File: src/rtl/shift_readout_controller.sv
// shift_readout_controller
//
// Sequencer for a parallel-load / serial-out register shifter in the readout
// path. A start request parallel-loads LENGTH words into the shifter. The
// words are then presented one at a time over a valid/ready handshake, with
// a single shift strobe between words. After the last word is accepted, or
// on abort, the shifter is cleared and a one-cycle done pulse is issued.
//
// Ports
//   clk_i         system clock, rising edge
//   reset_ni      asynchronous active-low reset
//   start_i       load request, sampled only in IDLE
//   abort_i       terminate the readout (ignored in IDLE / DONE)
//   sr_data_i     shifter word 0
//   sr_set_o      shifter parallel-load strobe
//   sr_select_o   shifter load/shift select (1 = load)
//   sr_shift_o    shifter shift strobe
//   sr_clear_o    shifter clear (active high)
//   out_valid_o   out_data_o holds a valid word
//   out_ready_i   consumer accepts the word
//   out_data_o    presented word (combinational from sr_data_i)
//   out_index_o   index of the presented word, 0 = first
//   out_last_o    presented word is the last one
//   busy_o        controller is not idle
//   done_o        one-cycle completion pulse
//   aborted_o     qualifies done_o: the readout ended by abort
module shift_readout_controller #(
    parameter  int BITS   = 4,
    parameter  int LENGTH = 4,
    localparam int IDX_W  = (LENGTH > 1) ? $clog2(LENGTH) : 1
) (
    input  logic             clk_i,
    input  logic             reset_ni,
    input  logic             start_i,
    input  logic             abort_i,
    input  logic [BITS-1:0]  sr_data_i,
    output logic             sr_set_o,
    output logic             sr_select_o,
    output logic             sr_shift_o,
    output logic             sr_clear_o,
    output logic             out_valid_o,
    input  logic             out_ready_i,
    output logic [BITS-1:0]  out_data_o,
    output logic [IDX_W-1:0] out_index_o,
    output logic             out_last_o,
    output logic             busy_o,
    output logic             done_o,
    output logic             aborted_o
);

    typedef enum logic [2:0] {
        IDLE    = 3'd0,
        LOAD    = 3'd1,
        STROBE  = 3'd2,
        PRESENT = 3'd3,
        SHIFT   = 3'd4,
        DONE    = 3'd5
    } state_e;

    localparam logic [IDX_W-1:0] LAST_IDX = IDX_W'(LENGTH - 1);

    state_e           state_q, state_d;
    logic [IDX_W-1:0] idx_q, idx_d;
    logic             aborted_q, aborted_d;

    // Every output is a flop whose D input is decoded from the next state,
    // so the shifter strobes leave the block glitch-free.
    logic sr_set_q, sr_set_d;
    logic sr_select_q, sr_select_d;
    logic sr_shift_q, sr_shift_d;
    logic sr_clear_q, sr_clear_d;
    logic valid_q, valid_d;
    logic last_q, last_d;
    logic busy_q, busy_d;
    logic done_q, done_d;

    always_comb begin
        state_d   = state_q;
        idx_d     = idx_q;
        aborted_d = aborted_q;

        case (state_q)
            IDLE:    if (start_i) state_d = LOAD;
            LOAD:    state_d = STROBE;
            STROBE: begin
                state_d = PRESENT;
                idx_d   = '0;
            end
            PRESENT: begin
                if (out_ready_i) begin
                    if (idx_q == LAST_IDX) begin
                        state_d = DONE;
                    end else begin
                        state_d = SHIFT;
                        idx_d   = idx_q + 1'b1;
                    end
                end
            end
            SHIFT:   state_d = PRESENT;
            DONE: begin
                state_d   = IDLE;
                idx_d     = '0;
                aborted_d = 1'b0;
            end
            default: begin
                state_d   = IDLE;
                idx_d     = '0;
                aborted_d = 1'b0;
            end
        endcase

        // Abort wins over a same-cycle handshake: the index is left where it
        // was, so the word on the bus is not counted as accepted.
        if (abort_i && (state_q inside {LOAD, STROBE, PRESENT, SHIFT})) begin
            state_d   = DONE;
            idx_d     = idx_q;
            aborted_d = 1'b1;
        end
    end

    always_comb begin
        sr_select_d = (state_d == LOAD) || (state_d == STROBE);
        sr_set_d    = (state_d == STROBE);
        sr_shift_d  = (state_d == SHIFT);
        sr_clear_d  = (state_d == DONE);
        valid_d     = (state_d == PRESENT);
        last_d      = (state_d == PRESENT) && (idx_d == LAST_IDX);
        busy_d      = (state_d != IDLE);
        done_d      = (state_d == DONE);
    end

    always_ff @(posedge clk_i or negedge reset_ni) begin
        if (!reset_ni) begin
            state_q     <= IDLE;
            idx_q       <= '0;
            aborted_q   <= 1'b0;
            sr_set_q    <= 1'b0;
            sr_select_q <= 1'b0;
            sr_shift_q  <= 1'b0;
            sr_clear_q  <= 1'b0;
            valid_q     <= 1'b0;
            last_q      <= 1'b0;
            busy_q      <= 1'b0;
            done_q      <= 1'b0;
        end else begin
            state_q     <= state_d;
            idx_q       <= idx_d;
            aborted_q   <= aborted_d;
            sr_set_q    <= sr_set_d;
            sr_select_q <= sr_select_d;
            sr_shift_q  <= sr_shift_d;
            sr_clear_q  <= sr_clear_d;
            valid_q     <= valid_d;
            last_q      <= last_d;
            busy_q      <= busy_d;
            done_q      <= done_d;
        end
    end

    assign sr_set_o    = sr_set_q;
    assign sr_select_o = sr_select_q;
    assign sr_shift_o  = sr_shift_q;
    assign sr_clear_o  = sr_clear_q;
    assign out_valid_o = valid_q;
    assign out_last_o  = last_q;
    assign out_index_o = idx_q;
    assign out_data_o  = sr_data_i;
    assign busy_o      = busy_q;
    assign done_o      = done_q;
    // aborted_q is only ever set on the way into DONE and cleared on the way
    // out, so it is high exactly alongside done.
    assign aborted_o   = aborted_q;

endmodule

File: config.mk
export PLATFORM = sky130hd
export DESIGN_NAME = shift_readout_controller
export DESIGN_NICKNAME = d
export VERILOG_FILES = /design/src/rtl/shift_readout_controller.sv
export SDC_FILE = /design/constraint.sdc
export NUM_CORES = 1
export LEC_CHECK = 0
export BUFFER_PORTS_ARGS = -buffer_cell sky130_fd_sc_hd__buf_2
export CAP_MARGIN = 10
export CORE_MARGIN = 2
export CORE_UTILIZATION = 41
export CTS_CLUSTER_DIAMETER = 120
export DETAILED_ROUTE_END_ITERATION = 10
export PLACE_DENSITY = 0.69
export SYNTH_ARGS = -nofsm -noshare
export SYNTH_HDL_FRONTEND = slang
export SYNTH_SLANG_ARGS = --single-unit
File: constraint.sdc
create_clock -name clk_i -period 1.35 [get_ports clk_i]
set_input_delay 0.27 -clock clk_i [delete_from_list [all_inputs] [get_ports clk_i]]
set_output_delay 0.27 -clock clk_i [all_outputs]
set_load 0.01 [all_outputs]
==> out/metrics.csv <==
stage;metric;value;unit
critical_path;arrival time of data at the critical path endpoint;1600;ps
detailed_routing;final antenna-violating net count;0;
hold_path;HP Start;start_i;
sta;final setup margin;-48.1;ps
pwr;Leakage;0.421;nW
cts;Root Buffer Master;sky130_fd_sc_hd__clkbuf_4;
floorplan;die width;43.7;um
sta;Highest Clock Rate;715;MHz
global_route;number of global-route vias before repair;476;
finish;number of fill cells in the layout;120;
yosys;fraction of post-synthesis cell area in the top cell type by area;0.504;
detailed_routing;Detailed Route WL;1250;um
floorplan;I/O pin count;24;
cts;TritonCTS clock tree;built;
floorplan;Die ar.;1910;um^2
yosys;library cell occupying the most area in the post-synthesis netlist;sky130_fd_sc_hd__dfrtp_1;
yosys;number of storage elements in the synthesis netlist;13;
sta;final-report setup violation count;3;
pwr;cell internal power dissipation;1.25;mW
hold_path;worst hold path stage count;2;
finish;layout cells sized above 1;0.523;
detailed_routing;Vias per Instance;5.00;
sta;minimum clock period after layout;1400;ps
pwr;P_sw;0.778;mW
finish;count of placed standard cells in the final layout, fillers left out;102;
critical_path;cells on worst reg2reg path;5;
status;violated checks;setup timing;
global_route;aggregate global-route resource usage;0.143;
yosys;Avg Inst Size Synth;10.8;um^2
critical_path;required time worst endpoint;1560;ps
detailed_routing;number of design rule violations left after detail routing;0;
detailed_routing;routed vias;510;
pwr;Power Dens Cells;2360;nW/um^2
status;result of the run;finished, violations left;
critical_path;worst flop-to-flop path startpoint;state_q[0];
sta;relative max-transition margin;0.796;
finish;# diodes;0;
pwr;part of the total power dissipated in the clock network;0.115;
critical_path;path type of the worst setup path;flip-flop to flip-flop;
yosys;sequential fraction of the synthesis area;0.504;
sta;setup repair after global routing missed its margin;yes;
critical_path;critical path launch point;state_q[0];
critical_path;CP startpoint kind;flip-flop;
yosys;number of nets in the synthesized netlist;69;
detailed_routing;number of DRC violations after detailed-routing iteration 0;11;
pwr;switching part of the total;0.384;
cts;Num Clock Sinks;13;
cts;clock-pin slew of the registers on the worst-case setup and hold paths;80;ps
yosys;number of standard cells after synthesis;60;
finish;Area growth, synth to finish;32.8;%
yosys;top cells by area, synth;sky130_fd_sc_hd__dfrtp_1 (50%), sky130_fd_sc_hd__buf_4 (7.0%), sky130_fd_sc_hd__a21oi_1 (4.7%);
critical_path;kind of end point of the critical path;flip-flop;
pwr;share of total power in sequential cells;0.336;
yosys;number of warnings printed during yosys synthesis;0;
global_route;global-route wire length before repair;2010;um
critical_path;largest fanout on the critical path;8;
critical_path;internal reg-to-reg setup slack;-50;ps
hold_path;Worst Hold Class;input pin to flip-flop;
floorplan;row count;14;
hold_path;worst min-delay path endpoint;sr_select_o;
global_route;antenna violations before repair;0;
detailed_routing;number of detailed-routing iterations run before antenna repair;4;
cts;number of H-tree branching levels;1;
cts;insertion delay of the later-clocked pin in the worst-skew pair;270;ps
cts;maximum number of buffers from clock root to sink;2;
placed_design;routability cong.;0.795;
global_route;total congestion overflow after global routing;0;
cts;CTS buffer count;3;
critical_path;Reg-to-Reg End;out_valid_o;
pwr;power share of the combinational group;0.549;
floorplan;area of the core region;1490;um^2
sta;Least-Margin Pin Slew;307;ps
run;maximum capacitance violations;0;
pwr;worst vdd ir;1480;uV
pwr;overall power of the completed layout;2.03;mW
global_route;pin count of the biggest net entering global routing;14;
sta;final clock period utilization by the worst path;1.04;
sta;hold violation total from the final report;0;
floorplan;die height;43.7;um
yosys;netlist area before placement;646;um^2
placed_design;number of placed instances, taps included;95;
placed_design;minimum setup slack after placement;-73.7;ps
finish;fin nets;96;
yosys;library cells used by synthesis;27;
placed_design;IO Port Bufs;15;
sta;max-slew violation total from the final report;0;
sta;clock skew after layout;7.40;ps
detailed_routing;WL per Instance;12.2;um
placed_design;placed wire-length estimate after detailed placement;935;um
floorplan;Starting Density;0.434;
## power groups by stage
stage | sequential, mW | clock [mW] | combinational, mW
6_report | 0.681 | 0.232 | 1.11
5_1_grt | 0.704 | 0.261 | 1.21
4_1_cts | 0.680 | 0.239 | 1.02
3_5_place_dp | 0.680 | 0 | 0.967
3_3_place_gp | 0.676 | 0 | 0.958
2_1_floorplan | 0.686 | 0 | 0.587
## cells by family (layout without fill, tap and decap cells)
family | after synthesis | after routing | share of synthesized area
AO/OA/AOI/OAI | 18 | 18 | 0.213
AND/OR/NAND/NOR | 18 | 18 | 0.171
buffers and inverters | 11 | 37 | 0.112
flip-flops | 13 | 13 | 0.504
## sequential cells by signal, indices dropped and copies added, names as in the netlist
name         cells
sr_shift_o       1
out_valid_o      1
sr_set_o         1
state_q          3
out_last_o       1
busy_o           1
done_o           1
sr_select_o      1
out_index_o      2
aborted_o        1
## timing repair
action / CTS / global route
gates cloned: 0 / 0
hold buffers: 1 / 0
hold endpoints to repair: 13 / 0
pin swaps: 0 / 2
endpoints found under the setup margin: 3 / 5
setup buffers: 1 / 1
resized for setup: 4 / 5
## cell usage after synthesis, drive strengths merged
library cell,count
nand2,2
a21o,3
or2,1
a22o,1
nor2b,1
o21bai,1
a22oi,1
nand3b,1
buf,8
nor2,5
a21oi,6
inv,3
o32a,1
and2,2
o21ai,2
a2111oi,1
nor4b,1
o22ai,2
nor3,1
nand2b,4
dfrtp,13
## cell usage in the layout (no fill, tap or decap)
master / netlist / layout
sky130_fd_sc_hd__nand2_2: 0 / 1
sky130_fd_sc_hd__dfrtp_2: 0 / 2
sky130_fd_sc_hd__and2_1: 1 / 1
sky130_fd_sc_hd__inv_1: 2 / 2
sky130_fd_sc_hd__a22o_1: 1 / 1
sky130_fd_sc_hd__dlygate4sd3_1: 0 / 1
sky130_fd_sc_hd__nor2b_1: 1 / 1
sky130_fd_sc_hd__a21o_1: 2 / 2
sky130_fd_sc_hd__o21ai_1: 1 / 1
sky130_fd_sc_hd__nand3b_1: 1 / 1
sky130_fd_sc_hd__o22ai_2: 0 / 1
sky130_fd_sc_hd__nor2_1: 5 / 4
sky130_fd_sc_hd__o21bai_1: 1 / 1
sky130_fd_sc_hd__dfrtp_1: 13 / 11
sky130_fd_sc_hd__clkbuf_1: 0 / 1
sky130_fd_sc_hd__buf_2: 1 / 15
sky130_fd_sc_hd__a22oi_2: 0 / 1
sky130_fd_sc_hd__nor2_4: 0 / 1
sky130_fd_sc_hd__a2111oi_4: 1 / 1
sky130_fd_sc_hd__a21o_2: 1 / 1
sky130_fd_sc_hd__clkbuf_4: 0 / 3
sky130_fd_sc_hd__o21ai_0: 1 / 1
sky130_fd_sc_hd__nand2_1: 2 / 1
sky130_fd_sc_hd__and2_4: 0 / 1
sky130_fd_sc_hd__nand2b_1: 4 / 4
sky130_fd_sc_hd__o32a_1: 1 / 1
sky130_fd_sc_hd__a21oi_4: 0 / 1
sky130_fd_sc_hd__nor3_2: 1 / 1
sky130_fd_sc_hd__a21oi_1: 6 / 5
sky130_fd_sc_hd__o22ai_1: 2 / 1
sky130_fd_sc_hd__nor4b_2: 1 / 1
sky130_fd_sc_hd__inv_2: 1 / 1
sky130_fd_sc_hd__or2_1: 1 / 1
sky130_fd_sc_hd__buf_4: 6 / 14
## area by class of cell
class / instances / area [um^2] / area share
sequential: 13 / 328 / 0.382
multi-input combinational: 36 / 282 / 0.328
timing repair buffer: 30 / 190 / 0.222
clock buffer: 4 / 26.3 / 0.0307
tap: 16 / 20.0 / 0.0234
inverter: 3 / 11.3 / 0.0131
## routing by layer
layer / vias to the layer above / wire, um / global-route usage / part of all wire
met3: 0 / 106 / 0.0667 / 0.085
li1: 255 / - / - / -
met4: 0 / 0 / 0.0242 / 0
met1: 233 / 509 / 0.167 / 0.41
met5: - / 0 / 0 / 0
met2: 22 / 630 / 0.244 / 0.51
## worst max-delay path, stage by stage, from the launching register on
cell and delay [ps]:
sky130_fd_sc_hd__dfrtp_2 460, sky130_fd_sc_hd__a21o_1 220, sky130_fd_sc_hd__a2111oi_4 340, sky130_fd_sc_hd__inv_2 80, sky130_fd_sc_hd__buf_4 150, sky130_fd_sc_hd__nor2_4 80
## metrics by stage
stage               hold WS [ps]   util  TNS (ps)  instance area, um^2
finish                       230  0.576     -94.8                  857
global placement             161  0.518     -29.4                  771
detailed placement           167  0.518      -121                  771
CTS                          231  0.555     -69.0                  826
global route                 235  0.576      -374                  857
floorplan                  -25.6      -     -16.0                  649
## how the worst max path moves through the flow
stage / depth (start not counted) / slack (ps) / endpoint
floorplan: 5 / -20 / out_last_o
finish: 5 / -50 / out_valid_o
CTS: 4 / -60 / out_last_o
detailed placement: 4 / -70 / out_last_o
global placement: 4 / -30 / out_last_o
global route: 4 / -160 / out_last_o
Note: power is estimated with default switching activity, not from simulation.
